`config.mk`:
```
export PLATFORM = sky130hd
export DESIGN_NAME = bcd_clock_display_scan
export DESIGN_NICKNAME = d
export VERILOG_FILES = /design/src/rtl/bcd_disp_pkg.sv /design/src/rtl/bcd_clock_display_scan_decode.sv /design/src/rtl/bcd_clock_display_scan.sv
export SDC_FILE = /design/constraint.sdc
export NUM_CORES = 1
export LEC_CHECK = 0
export ABC_AREA = 1
export CAP_MARGIN = 10
export CORE_MARGIN = 5
export CORE_UTILIZATION = 50
export DETAILED_ROUTE_END_ITERATION = 7
export MAX_ROUTING_LAYER = met4
export PLACE_DENSITY = 0.72
export SLEW_MARGIN = 20
export SYNTH_ARGS = -nofsm -noshare
export SYNTH_HDL_FRONTEND = slang
export SYNTH_SLANG_ARGS = --single-unit
```
`constraint.sdc`:
```
create_clock -name clk -period 3.3 [get_ports clk]
set_clock_uncertainty 0.15 [all_clocks]
set_input_delay 0.66 -clock clk [delete_from_list [all_inputs] [get_ports clk]]
set_output_delay 0.66 -clock clk [all_outputs]
set_load 0.02 [all_outputs]
```
`src/rtl/bcd_disp_pkg.sv`:
```
// ---- bcd_disp_pkg : shared digit index type, segment constants and BCD decode ----
// ---- rev 1.0 ----
`default_nettype none

package bcd_disp_pkg;

  typedef logic [2:0] dig_t;

  localparam dig_t DIG_FIRST = 3'd0;
  localparam dig_t DIG_LAST  = 3'd5;

  localparam logic [6:0] SEG_BLANK = 7'h7F;
  localparam logic [6:0] SEG_DASH  = 7'h3F;
  localparam logic [5:0] AN_OFF    = 6'h3F;

  typedef struct packed {
    logic [7:0] hours;
    logic [7:0] minutes;
    logic [7:0] seconds;
    logic       pm;
  } time_snap_t;

  // Segment order {g,f,e,d,c,b,a}, active-low; out-of-range nibbles show a dash.
  function automatic logic [6:0] bcd_to_seg(input logic [3:0] nib);
    logic [6:0] seg;
    case (nib)
      4'd0:    seg = 7'b1000000;
      4'd1:    seg = 7'b1111001;
      4'd2:    seg = 7'b0100100;
      4'd3:    seg = 7'b0110000;
      4'd4:    seg = 7'b0011001;
      4'd5:    seg = 7'b0010010;
      4'd6:    seg = 7'b0000010;
      4'd7:    seg = 7'b1111000;
      4'd8:    seg = 7'b0000000;
      4'd9:    seg = 7'b0010000;
      default: seg = SEG_DASH;
    endcase
    return seg;
  endfunction

endpackage

`default_nettype wire

```
`src/rtl/bcd_clock_display_scan_decode.sv`:
```
// ---- bcd_seg_decode : combinational nibble-to-segment decoder with blanking ----
// ---- rev 1.0 ----
`default_nettype none

module bcd_seg_decode
  import bcd_disp_pkg::*;
(
  input  logic [3:0] nibble,
  input  logic       blank,
  output logic [6:0] seg_n
);

  always_comb begin
    seg_n = bcd_to_seg(nibble);
    if (blank) seg_n = SEG_BLANK;
  end

endmodule

`default_nettype wire

```
`src/rtl/bcd_clock_display_scan.sv`:
```
// ---- bcd_clock_display_scan : six-digit multiplexed 7-seg scanner for a 12h BCD clock ----
// ---- optional DISP_DIM_EN adds the bright port and PWM digit gating ---- rev 1.0 ----
`default_nettype none

module bcd_clock_display_scan
  import bcd_disp_pkg::*;
#(
  parameter int unsigned SCAN_DIV = 1000
) (
  input  logic       clk,
  input  logic       reset_n,
  input  logic [7:0] hours,
  input  logic [7:0] minutes,
  input  logic [7:0] seconds,
  input  logic       pm,
  output logic [6:0] seg_n,
  output logic       dp_n,
  output logic [5:0] an_n
`ifdef DISP_DIM_EN
  ,
  input  logic [2:0] bright
`endif
);

  localparam int DIV_W = $clog2(SCAN_DIV);
  localparam logic [DIV_W-1:0] DIV_LAST = DIV_W'(SCAN_DIV - 1);

  logic [DIV_W-1:0] div_cnt;
  logic [DIV_W-1:0] div_nxt;
  dig_t             dig;
  dig_t             dig_nxt;
  time_snap_t       snap;
  time_snap_t       snap_nxt;
  logic             primed;
  logic             slot_end;

  logic [3:0]       nibble;
  logic             blank;
  logic [6:0]       seg_nxt;
  logic             dp_nxt;
  logic [5:0]       an_sel;
  logic [5:0]       an_nxt;
  logic             pwm_on;

  assign slot_end = (div_cnt == DIV_LAST);

  // Everything is computed for the state that will exist after this edge, so the
  // registered outputs line up with div_cnt/dig/snap in the same cycle.
  always_comb begin
    div_nxt  = slot_end ? '0 : div_cnt + DIV_W'(1);
    dig_nxt  = dig;
    if (slot_end) dig_nxt = (dig == DIG_LAST) ? DIG_FIRST : dig + 3'd1;
    snap_nxt = snap;
    if (!primed || (slot_end && dig == DIG_LAST)) begin
      snap_nxt = '{hours: hours, minutes: minutes, seconds: seconds, pm: pm};
    end
  end

  always_comb begin
    nibble = snap_nxt.hours[7:4];
    an_sel = AN_OFF;
    case (dig_nxt)
      3'd0: begin nibble = snap_nxt.seconds[3:0]; an_sel = 6'b111110; end
      3'd1: begin nibble = snap_nxt.seconds[7:4]; an_sel = 6'b111101; end
      3'd2: begin nibble = snap_nxt.minutes[3:0]; an_sel = 6'b111011; end
      3'd3: begin nibble = snap_nxt.minutes[7:4]; an_sel = 6'b110111; end
      3'd4: begin nibble = snap_nxt.hours[3:0];   an_sel = 6'b101111; end
      3'd5: begin nibble = snap_nxt.hours[7:4];   an_sel = 6'b011111; end
      default: begin nibble = 4'd0;               an_sel = AN_OFF;    end
    endcase
  end

  assign blank = (dig_nxt == DIG_LAST) && (nibble == 4'd0);

  bcd_seg_decode u_decode (
    .nibble (nibble),
    .blank  (blank),
    .seg_n  (seg_nxt)
  );

  always_comb begin
    dp_nxt = 1'b1;
    if ((dig_nxt == 3'd2 || dig_nxt == 3'd4) && !snap_nxt.seconds[0]) dp_nxt = 1'b0;
    if (dig_nxt == 3'd0 && snap_nxt.pm) dp_nxt = 1'b0;
  end

`ifdef DISP_DIM_EN
  // Tested as div*8 - SCAN_DIV < bright*SCAN_DIV so no operand reaches 8*SCAN_DIV.
  localparam int CMP_W = DIV_W + 3;
  localparam logic [CMP_W-1:0] SCAN_DIV_C = CMP_W'(SCAN_DIV);

  logic [CMP_W-1:0] div_x8;
  logic [CMP_W-1:0] on_scaled;

  assign div_x8    = {div_nxt, 3'b000};
  assign on_scaled = CMP_W'(bright) * SCAN_DIV_C;
  assign pwm_on    = (div_x8 < SCAN_DIV_C) || ((div_x8 - SCAN_DIV_C) < on_scaled);
`else
  assign pwm_on = 1'b1;
`endif

  assign an_nxt = ((div_nxt != '0) && pwm_on) ? an_sel : AN_OFF;

  always_ff @(posedge clk or negedge reset_n) begin
    if (!reset_n) begin
      div_cnt <= '0;
      dig     <= DIG_FIRST;
      snap    <= '0;
      primed  <= 1'b0;
      seg_n   <= SEG_BLANK;
      dp_n    <= 1'b1;
      an_n    <= AN_OFF;
    end else begin
      div_cnt <= div_nxt;
      dig     <= dig_nxt;
      snap    <= snap_nxt;
      primed  <= 1'b1;
      seg_n   <= seg_nxt;
      dp_n    <= dp_nxt;
      an_n    <= an_nxt;
    end
  end

endmodule

`default_nettype wire
```
Word-level counts from Yosys, hierarchy flattened
Memory sizes are Yosys's and may differ from the RTL's.
Cells that the tools add are included.
{ "classes": {"reduce_logical": 11, "add_sub_neg": 2, "mux": 10, "n_eq_ne": 7} }
{ "ops": {"columns": ["cell", "count"], "rows": [
  ["one-hot mux 6 bit (6 select lines)", 1],
  ["2-to-1 mux 25 bit", 1],
  ["one-hot mux 4 bit (6 select lines)", 1],
  ["adder 10 x 1 -> 10 bit, second input constant", 1],
  ["equality test 10 bit, second input constant", 1],
  ["2-to-1 mux 10 bit", 1],
  ["nonzero test 10 bit", 1],
  ["equality test 3 bit, second input constant", 3],
  ["2-to-1 mux 7 bit", 1],
  ["equality test 3 x 2 -> 1 bit, second input constant", 2],
  ["2-to-1 mux 3 bit", 2],
  ["2-to-1 mux 6 bit", 1],
  ["logical AND 1 bit", 4],
  ["logical NOT 4 bit", 1],
  ["adder 3 x 1 -> 3 bit, second input constant", 1],
  ["equality test 3 x 1 -> 1 bit, second input constant", 1],
  ["logical NOT 3 bit", 1],
  ["logical NOT 1 bit", 2],
  ["logical OR 1 bit", 2],
  ["2-to-1 mux 1 bit", 2]
]} }
{ "word_totals": {"mem_count": 1, "output_inout_bits": 14, "inputBits": 27, "romBits": 112, "ff_bits": 53} }
{ "memory_table": {"columns": ["name", "depth", "width", "read_ports", "rd_clocked_by_memory_dff", "write_ports", "line_no", "source"], "rows": [
  ["(no name shown)", 16, 7, 1, 0, 0, "bcd_disp_pkg.sv:26", "case (nib)"]
]} }

Logic depth before layout (Yosys ltp)
Gate-level depths: netlist of run 1.
{ "depth": {"ltp_word": 8, "ltp_mapped": 20, "mapped_depth_nobuf": 20} }

Cells and area by module
Synthesis of run 1 repeated with hierarchy kept, for this count alone.
{ "unflattened": {"cells_unflattened": 342, "hier_area_um2": 2716.4} }
{ "by_module_without_submodules": {"columns": ["mod", "area_per_inst_um2", "seq_area_each_um2", "n_inst", "cells_each"], "rows": [
  ["bcd_clock_display_scan", 2519.9, 1343.8, 1, 305],
  ["bcd_seg_decode", 196.4, 0.0, 1, 37]
]} }

Worst setup path after synthesis of run 1
Ideal clock, no wire load.
{ "synth_path": {"path_type": "reg-to-reg", "startpoint": "reg div_cnt[0]", "endpoint": "reg seg_n[0]", "n_path_buf": 1, "period_less_slack_ns": 2.571, "setup_slack_ns": 0.729, "t_arrival_ns": 2.334, "stages_incl_launch_ff": 19, "setup_time_ns": 0.088, "path_cell_list": "dfrtp_1 -> ha_1 -> nand2_2 -> nor2_4 -> nand4_4 -> nand2_4 -> buf_4 -> nand2_1 -> nand2_1 -> nor2_1 -> nor2_1 -> nand2_1 -> nor2_1 -> inv_1 -> ha_1 -> inv_1 -> nand3_1 -> nand3_1 -> nand3_1"} }
{ "synth_between": {"elab_chain_cells": 8, "word_cells_on_any_way": 16} }
{ "synth_rtl": {"columns": ["element", "line_no", "source"], "rows": [
  ["start: declaration", "bcd_clock_display_scan.sv:28", "logic [DIV_W-1:0] div_cnt;"],
  ["start signal: assignment", "bcd_clock_display_scan.sv:114", "div_cnt <= div_nxt;"],
  ["equality test 10 bit *", "bcd_clock_display_scan.sv:45", "assign slot_end = (div_cnt == DIV_LAST);"],
  ["branches (longest 6 deep; another with memory (16 x 7 bit))", null, null],
  ["2-to-1 mux 7 bit *", "bcd_clock_display_scan_decode.sv:15", "if (blank) seg_n = SEG_BLANK;"],
  ["via seg_nxt[0]", "bcd_clock_display_scan.sv:39", "logic [6:0] seg_nxt;"],
  ["end signal: assignment", "bcd_clock_display_scan.sv:118", "seg_n <= seg_nxt;"],
  ["end: declaration", "bcd_clock_display_scan.sv:16", "output logic [6:0] seg_n,"]
]} }
Mark *: on every way through the listed nets, which the timed path passes.

==> results of run 1 <==
==> through the flow <==
step                cells    util
floorplan             363       -
global placement      474  0.6012
detailed placement    474  0.6012
CTS                   482  0.6176
global route          482  0.6192
finish                482  0.6192
==> registers in the layout, indices dropped and copies added, names as in the netlist <==
| name | count |
|---|---|
| an_n | 6 |
| div_cnt | 10 |
| dp_n | 1 |
| primed | 1 |
| seg_n | 7 |
| dig | 3 |
| snap | 25 |
==> worst paths after layout <==
kind,start,to,slack (ns),cells after the start
max,div_cnt[0],seg_n[4],0.28,18
min,reset_n,snap[23],0.22,1
max reg2reg,div_cnt[0],seg_n[4],0.28,18
min reg2reg,snap[16],snap[16],0.33,2
max in group asynchronous,reset_n,seg_n[4],2.07,2
min in group clk,snap[16],snap[16],0.33,2
==> layout by cell type, fill, tap and decap left out, drive strengths merged, types with 2 or more instances in the layout <==
master	count
nand2	139
inv	59
dfrtp	39
clkdlybuf4s50	39
nor2	39
nand3	34
dfstp	14
o21ai	9
clkbuf	8
ha	7
nand4	6
buf	4
nand3b	3
o21a	2
a21oi	2
==> power by group through the flow <==
stage | Combinational [W] | Sequential, W | Clock [W]
after floorplan | 0.000103 | 0.000746 | 0
after global placement | 0.000211 | 0.000727 | 0
after detailed placement | 0.000215 | 0.000728 | 0
after CTS | 0.000217 | 0.000716 | 0.000387
after global routing | 0.000238 | 0.000720 | 0.000415
final | 0.000214 | 0.000716 | 0.000380
==> layer usage <==
layer,track usage,share of wire,vias to the layer above
met3,0.03689,0.054,11
met1,0.2463,0.46,1051
li1,-,-,1193
met4,0.06043,0.020,0
met2,0.2811,0.46,58
met5,-,0,-
==> timing repair <==
action | 4_1_cts | 5_1_grt
buffers inserted | 0 | 0
setup endpoints to repair | 0 | 7
hold buffers | 0 | 0
resized for setup | 0 | 1
endpoints found under the hold margin | 0 | 0
==> final cells by class <==
cell class	instances	area share
multi-input cells	247	0.3655
repair buffers	43	0.1226
well taps	72	0.02642
inverters	59	0.06495
clock buffers	8	0.02642
flip-flops and latches	53	0.3941
==> cells by family after synthesis <==
family / count (synthesis) / synth area share
AOI/OAI and AO/OA: 13 / 0.02992
xor gates and xnor gates: 1 / 0.003080
adders and majority gates: 7 / 0.03079
buffers and inverters: 63 / 0.09239
DFF: 53 / 0.4725
other: 1 / 0.001319
and+or+nand+nor: 225 / 0.3700
==> worst reg2reg max path: stages, from the launching register on <==
cell	delay (ns)
dfrtp_1	0.41
ha_1	0.23
nand2_2	0.11
nor2_4	0.17
nand4_4	0.19
nand2_8	0.24
inv_2	0.18
nand2_1	0.10
nand2_1	0.06
nand2_1	0.06
nand2_1	0.06
nor2_2	0.11
nand2_2	0.14
inv_1	0.14
ha_1	0.15
inv_1	0.05
nor2_1	0.18
nand3_4	0.13
nand3_1	0.11
==> impl_results.rst, run 1 <==
.. list-table::
   :header-rows: 1

   * - Metric
     - Value
   * - CP delay by family, top
     - simple AND/OR/NAND/NOR gates
   * - Total core area
     - 5507 um2
   * - Arrival time at the worst endpoint
     - 3.12 ns
   * - Die width
     - 85.42 um
   * - Count of H-tree levels built during CTS
     - 2
   * - Maximum number of pins on one net before global-route repair
     - 32
   * - Post-synthesis sequential area ratio
     - 0.4725
   * - Top-level I/O count
     - 41
   * - Count of warnings emitted by yosys
     - 0
   * - Switch Pwr
     - 0.0003441 W
   * - Main area contributors after synthesis
     - dfrtp_1 34%, nand2_1 17%, dfstp_2 13%, inv_1 6.9%, nand3_1 5.6%
   * - Pint
     - 0.0009663 W
   * - Number of sinks handled by clock tree synthesis
     - 53
   * - Starting density of the core
     - 0.5165
   * - Area of the multi-input gates
     - 1246 um2
   * - Area of the mapped netlist
     - 2844 um2
   * - Max cap viols
     - 0
   * - # rows
     - 27
   * - Global router's overall resource usage
     - 0.1844
   * - Vias in the first global route
     - 2238
   * - Die Area
     - 7297 um2
   * - Crit path top cell by count
     - nand2_1
   * - Number of endpoints with negative hold slack in the final report
     - 0
   * - Required time of the worst setup path
     - 3.40 ns
   * - Portion of synthesized cell area occupied by the leading cell type
     - 0.3432
   * - Remaining global-route overflow
     - 0
   * - Antenna violations before repair
     - 0
   * - Final weighted congestion of routability-driven global placement
     - 0.8742
   * - Min-delay worst type
     - input pin to async pin
   * - Via count of the routed design
     - 2313
   * - Switching part of the total
     - 0.2626
   * - Crit Path Category
     - flop to flop
   * - Post-route worst setup slack
     - 0.2833 ns
   * - Async SR Flop Fraction
     - 1.000
   * - Run status
     - finished clean
   * - CTS tree
     - done
   * - Tightest slew margin relative to the limit
     - 0.5688
   * - Number of max-slew violations in the final report
     - 0
   * - # nets final
     - 443
   * - Crit path launch type
     - flop
   * - Antenna Violating Nets Remaining
     - 0
   * - TritonCTS Buffers
     - 5
   * - Detailed Route Iter0 Violations
     - 114
   * - Post-place instance area
     - 3311 um2
   * - CP max stage delay
     - 0.41 ns
   * - Total length of routed wires
     - 6116 um
   * - Kind of end point of the critical path
     - flop
   * - Post-synth top cells
     - 126 x nand2_1, 52 x inv_1, 39 x dfrtp_1, 32 x nand3_1, 29 x nor2_1
   * - Leakage power total
     - 1.786 nW
   * - Max FO, Critical Path
     - 31
   * - Final HPWL from detailed placement
     - 4708 um
   * - Number of distinct library cells after synthesis
     - 32
   * - Hold Slack
     - 0.2205 ns
   * - Routed wirelength normalized by instance count
     - 12.69 um
   * - Dominant cell by count in the synthesized netlist
     - nand2_1
   * - Relative area change from synthesis to final layout
     - 19.89%
   * - Pwr/cell area
     - 384.3 nW/um2
   * - Cell at the root of the clock tree
     - clkbuf_8
   * - CP max stage cell
     - dfrtp_1
   * - Worst Tran Pin Value
     - 0.6467 ns
   * - Sequential power share
     - 0.546
   * - Number of enable-type register cells in the synthesized netlist
     - 0
   * - Crit share post-route
     - 0.9141
   * - Share of layout cells above drive strength 1
     - 0.1463
   * - Total DRC errors in the routed layout
     - 0
   * - Net Count, Synth
     - 397
   * - Clock buffer depth
     - 2
   * - Synthesized area per cell
     - 7.835 um2
   * - Skew-Pair Late Insertion Delay
     - 0.30 ns
   * - Highest clock rate
     - 331.5 MHz
   * - Final setup violation count
     - 0
   * - Clock share of power
     - 0.290
   * - Total Neg Setup Slack
     - 0 ns
   * - Total design power
     - 0.001310 W
   * - Worst ir drop on vdd
     - 0.2083 mV
   * - Setup WS pre-CTS
     - 0.1948 ns
   * - Storage element area
     - 1344 um2
   * - Combinational group share of total power
     - 0.164
   * - Post-layout instance area
     - 3410 um2
   * - Wire length of the first global-routing pass
     - 10380 um
   * - Port bufs
     - 40
   * - Fill cell total of the finished layout
     - 511
   * - Combined buffer and inverter count along the critical path
     - 3
   * - First-pass iteration count of the detailed router
     - 4
   * - Via count normalized by instance count
     - 4.799
   * - Main flop type after synthesis
     - dfrtp_1
   * - Crit-path cells
     - ha_1, nand2_2, nor2_4, nand4_4, nand2_8, inv_2, nand2_1, nand2_1, nand2_1, nand2_1, nor2_2, nand2_2, inv_1, ha_1, inv_1, nor2_1, nand3_4, nand3_1
   * - Clock-pin slew of the registers on the worst-case setup and hold paths
     - 0.10 ns
   * - Synthesized instance count
     - 363
   * - Flip-flop and latch count after synthesis
     - 53
   * - Height of the chip
     - 85.42 um
   * - Unrepaired setup endpoints after global routing
     - false
   * - Synth area leader
     - dfrtp_1
   * - Minimum clock period
     - 3.017 ns
   * - Number of antenna diodes
     - 0
Note: power is estimated with default switching activity, not from simulation.
==> run 2: changes to the inputs <==
--- a/config.mk
+++ b/config.mk
@@ -5,7 +5,7 @@
 export SDC_FILE = /design/constraint.sdc
 export NUM_CORES = 1
 export LEC_CHECK = 0
-export ABC_AREA = 1
+export ABC_CLOCK_PERIOD_IN_PS = 3300
 export CAP_MARGIN = 10
 export CORE_MARGIN = 5
 export CORE_UTILIZATION = 50
==> run 2 against run 1 <==
  * Combinational power grew 21%
  * Utilization grew 4.0 points
  * Worst hold slack lost 0.034 ns
  * Non-clock buffer count grew 22
==> impl_results.rst, run 2 <==
.. list-table::
   :header-rows: 1

   * - Metric
     - Value
   * - Total design power
     - 0.001350 W (was 0.001310 W)
   * - Post-CTS Hold Fix Bufs
     - 0 (unchanged)
   * - Number of distinct library cells after synthesis
     - 60 (was 32)
   * - Async SR Flop Fraction
     - 1.000 (unchanged)
   * - Net Count, Synth
     - 293 (was 397)
   * - FF-to-FF Start
     - div_cnt[4] (was div_cnt[0])
   * - # rows
     - 27 (unchanged)
   * - Tightest slew margin relative to the limit
     - 0.6246 (was 0.5688)
   * - Total core area
     - 5540 um2 (was 5507 um2)
   * - Post-synth top cells
     - 39 x dfrtp_1, 23 x nand2_1, 20 x mux2_2, 17 x nor2_1 (was 126 x nand2_1, 52 x inv_1, 39 x dfrtp_1, 32 x nand3_1, 29 x nor2_1)
   * - Via count of the routed design
     - 2187 (was 2313)
   * - Min-delay worst type
     - input pin to async pin (unchanged)
   * - Main area contributors after synthesis
     - dfrtp_1 34%, dfstp_2 13%, mux2_2 7.9%, mux2i_1 4.6%, ha_1 3.1% (was dfrtp_1 34%, nand2_1 17%, dfstp_2 13%, inv_1 6.9%, nand3_1 5.6%)
   * - Starting density of the core
     - 0.5145 (was 0.5165)
   * - Share of layout cells above drive strength 1
     - 0.2813 (was 0.1463)
   * - Number of enable-type register cells in the synthesized netlist
     - 0 (unchanged)
   * - Flip-flop and latch count after synthesis
     - 53 (unchanged)
   * - Unrepaired setup endpoints after global routing
     - false (unchanged)
   * - Antenna violations before repair
     - 0 (unchanged)
   * - Register containing the most flip-flops in the final layout
     - snap (unchanged)
   * - Max FO, Critical Path
     - 17 (was 31)
   * - Pwr/cell area
     - 369.6 nW/um2 (was 384.3 nW/um2)
   * - Arrival time at the worst endpoint
     - 3.20 ns (was 3.12 ns)
   * - Post-place instance area
     - 3470 um2 (was 3311 um2)
   * - Skew-Pair Late Insertion Delay
     - 0.31 ns (was 0.30 ns)
   * - Wire length of the first global-routing pass
     - 10530 um (was 10380 um)
   * - Clock-pin slew of the registers on the worst-case setup and hold paths
     - 0.10 ns (about the same)
   * - Count of warnings emitted by yosys
     - 0 (unchanged)
   * - Required time of the worst setup path
     - 3.37 ns (was 3.40 ns)
   * - Count of H-tree levels built during CTS
     - 2 (unchanged)
   * - Synthesized area per cell
     - 11.00 um2 (was 7.835 um2)
   * - Final weighted congestion of routability-driven global placement
     - 0.8655 (was 0.8742)
   * - Crit path launch type
     - flop (unchanged)
   * - Minimum clock period
     - 3.127 ns (was 3.017 ns)
   * - Height of the chip
     - 85.50 um (was 85.42 um)
   * - Post-synthesis sequential area ratio
     - 0.4715 (was 0.4725)
   * - Clock buffer depth
     - 2 (unchanged)
   * - Final HPWL from detailed placement
     - 4605 um (was 4708 um)
   * - Global router's overall resource usage
     - 0.1865 (was 0.1844)
   * - Run status
     - finished clean (unchanged)
   * - Number of max-slew violations in the final report
     - 0 (unchanged)
   * - Worst ir drop on vdd
     - 0.2837 mV (was 0.2083 mV)
   * - Die Area
     - 7310 um2 (was 7297 um2)
   * - Crit share post-route
     - 0.9475 (was 0.9141)
   * - Max cap viols
     - 0 (unchanged)
   * - Maximum number of pins on one net before global-route repair
     - 46 (was 32)
   * - Relative area change from synthesis to final layout
     - 28.14% (was 19.89%)
   * - Number of endpoints with negative hold slack in the final report
     - 0 (unchanged)
   * - Top-level I/O count
     - 41 (unchanged)
   * - Dominant cell by count in the synthesized netlist
     - dfrtp_1 (was nand2_1)
   * - Leading cell type in the layout, fill and taps excluded
     - clkdlybuf4s50_1 (was nand2_1)
   * - Setup WS pre-CTS
     - 0.05457 ns (was 0.1948 ns)
   * - Hold Slack
     - 0.1870 ns (was 0.2205 ns)
   * - Routed wirelength normalized by instance count
     - 16.02 um (was 12.69 um)
   * - Remaining global-route overflow
     - 0 (unchanged)
   * - CTS tree
     - done (unchanged)
   * - Kind of end point of the critical path
     - flop (unchanged)
   * - Biggest registers after layout
     - snap (25), div_cnt (10), seg_n (7) (unchanged)
   * - Worst Reg2Reg Path Length in Cells
     - 10 (was 18)
   * - Main flop type after synthesis
     - dfrtp_1 (unchanged)
   * - Max FFs per register
     - 25 (unchanged)
   * - Post-layout instance area
     - 3652 um2 (was 3410 um2)
   * - Critical R2R Capture
     - seg_n[5] (was seg_n[4])
   * - Detailed Route Iter0 Violations
     - 121 (was 114)
   * - Crit Path Category
     - flop to flop (unchanged)
   * - Via count normalized by instance count
     - 5.579 (was 4.799)
   * - Total length of routed wires
     - 6280 um (was 6116 um)
   * - Highest clock rate
     - 319.8 MHz (was 331.5 MHz)
   * - Antenna Violating Nets Remaining
     - 0 (unchanged)
   * - First-pass iteration count of the detailed router
     - 4 (unchanged)
   * - Leakage power total
     - 1.601 nW (was 1.786 nW)
   * - Portion of synthesized cell area occupied by the leading cell type
     - 0.3424 (was 0.3432)
   * - Final setup violation count
     - 0 (unchanged)
   * - TritonCTS Buffers
     - 5 (unchanged)
   * - # nets final
     - 353 (was 443)
   * - Vias in the first global route
     - 2200 (was 2238)
   * - Port bufs
     - 40 (unchanged)
   * - R2R Setup Slk
     - 0.17 ns (was 0.28 ns)
   * - Cell at the root of the clock tree
     - clkbuf_8 (unchanged)
   * - Die width
     - 85.50 um (was 85.42 um)
   * - Worst Tran Pin Value
     - 0.5630 ns (was 0.6467 ns)
   * - Total DRC errors in the routed layout
     - 0 (unchanged)
   * - Synth area leader
     - dfrtp_1 (unchanged)
   * - Area of the mapped netlist
     - 2850 um2 (was 2844 um2)
   * - Commonest non-fill, non-tap cells in the layout
     - 39 x clkdlybuf4s50_1, 38 x dfrtp_1, 23 x buf_4, 22 x nand2_1, 18 x mux2_2 (was 126 x nand2_1, 52 x inv_1, 39 x dfrtp_1, 39 x clkdlybuf4s50_1, 32 x nand3_1)
   * - Synthesized instance count
     - 259 (was 363)
   * - Number of antenna diodes
     - 0 (unchanged)
   * - Number of sinks handled by clock tree synthesis
     - 53 (unchanged)
   * - Post-route worst setup slack
     - 0.1732 ns (was 0.2833 ns)
## run 2: how the worst max path moves through the flow
| stage | startpoint | endpoint | slack (ns) | cells past startpoint |
|---|---|---|---|---|
| after detailed placement | div_cnt[0] | seg_n[5] | 0.05 | 13 |
| final | div_cnt[4] | seg_n[5] | 0.17 | 10 |
| after global routing | div_cnt[4] | seg_n[1] | 0.001 | 12 |
| after floorplan | dig[1] | seg_n[5] | -0.02 | 13 |
| after CTS | div_cnt[0] | seg_n[5] | 0.003 | 13 |
| after global placement | div_cnt[0] | seg_n[5] | 0.17 | 13 |
## run 2: final cells by class
class	instances	area [um2]
clock inverter	2	8.758
timing repair buffer	65	614.3
multi-input combinational	180	1459
inverter	14	52.55
clock buffer	6	82.58
fill	447	1888
tap	72	90.09
sequential	53	1345
## run 2: worst max-delay path, stage by stage, from the launching register on
cell	delay, ns
dfrtp_1	0.40
nand4bb_4	0.26
o41ai_4	0.40
buf_12	0.21
mux4_1	0.55
a32oi_1	0.17
o22ai_1	0.10
a21oi_1	0.16
buf_4	0.21
nor3b_1	0.34
a311oi_2	0.08
## run 2: kinds of logic (layout without fill, tap and decap cells)
family / after synthesis / after routing / synth area share
AOI/OAI and AO/OA: 45 / 45 / 0.1234
buffers and inverters: 26 / 87 / 0.04696
xor gates and xnor gates: 9 / 9 / 0.02765
other: 1 / 1 / 0.001316
adders and majority gates: 7 / 7 / 0.03073
muxes: 35 / 35 / 0.1392
DFF: 53 / 53 / 0.4715
and+or+nand+nor: 83 / 83 / 0.1594
## run 2: where the power goes
part / switching [W] / internal (W)
sequential: 0.0000145 / 0.000706
combinational: 0.000123 / 0.000136
clock: 0.000204 / 0.000167
total: 0.000342 / 0.00101
## run 2: per-layer routing
layer  global-route usage  share of wire  vias to the layer above
met3              0.03170          0.045                        6
met2               0.2867           0.48                       55
met1               0.2572           0.46                     1074
li1                     -              -                     1052
met5                    -              0                        -
met4              0.04892          0.011                        0
## run 2: timing repair
action | CTS | global route
buffers inserted | 0 | 5
gates resized for setup | 0 | 10
setup endpoints to repair | 0 | 7
## run 2: metrics by stage
step,std cells,util,TNS (ns)
finish,392,0.6592,0
global route,392,0.6592,0
CTS,387,0.6427,0
detailed placement,379,0.6262,0
global placement,379,0.6262,0
floorplan,259,-,-0.02483
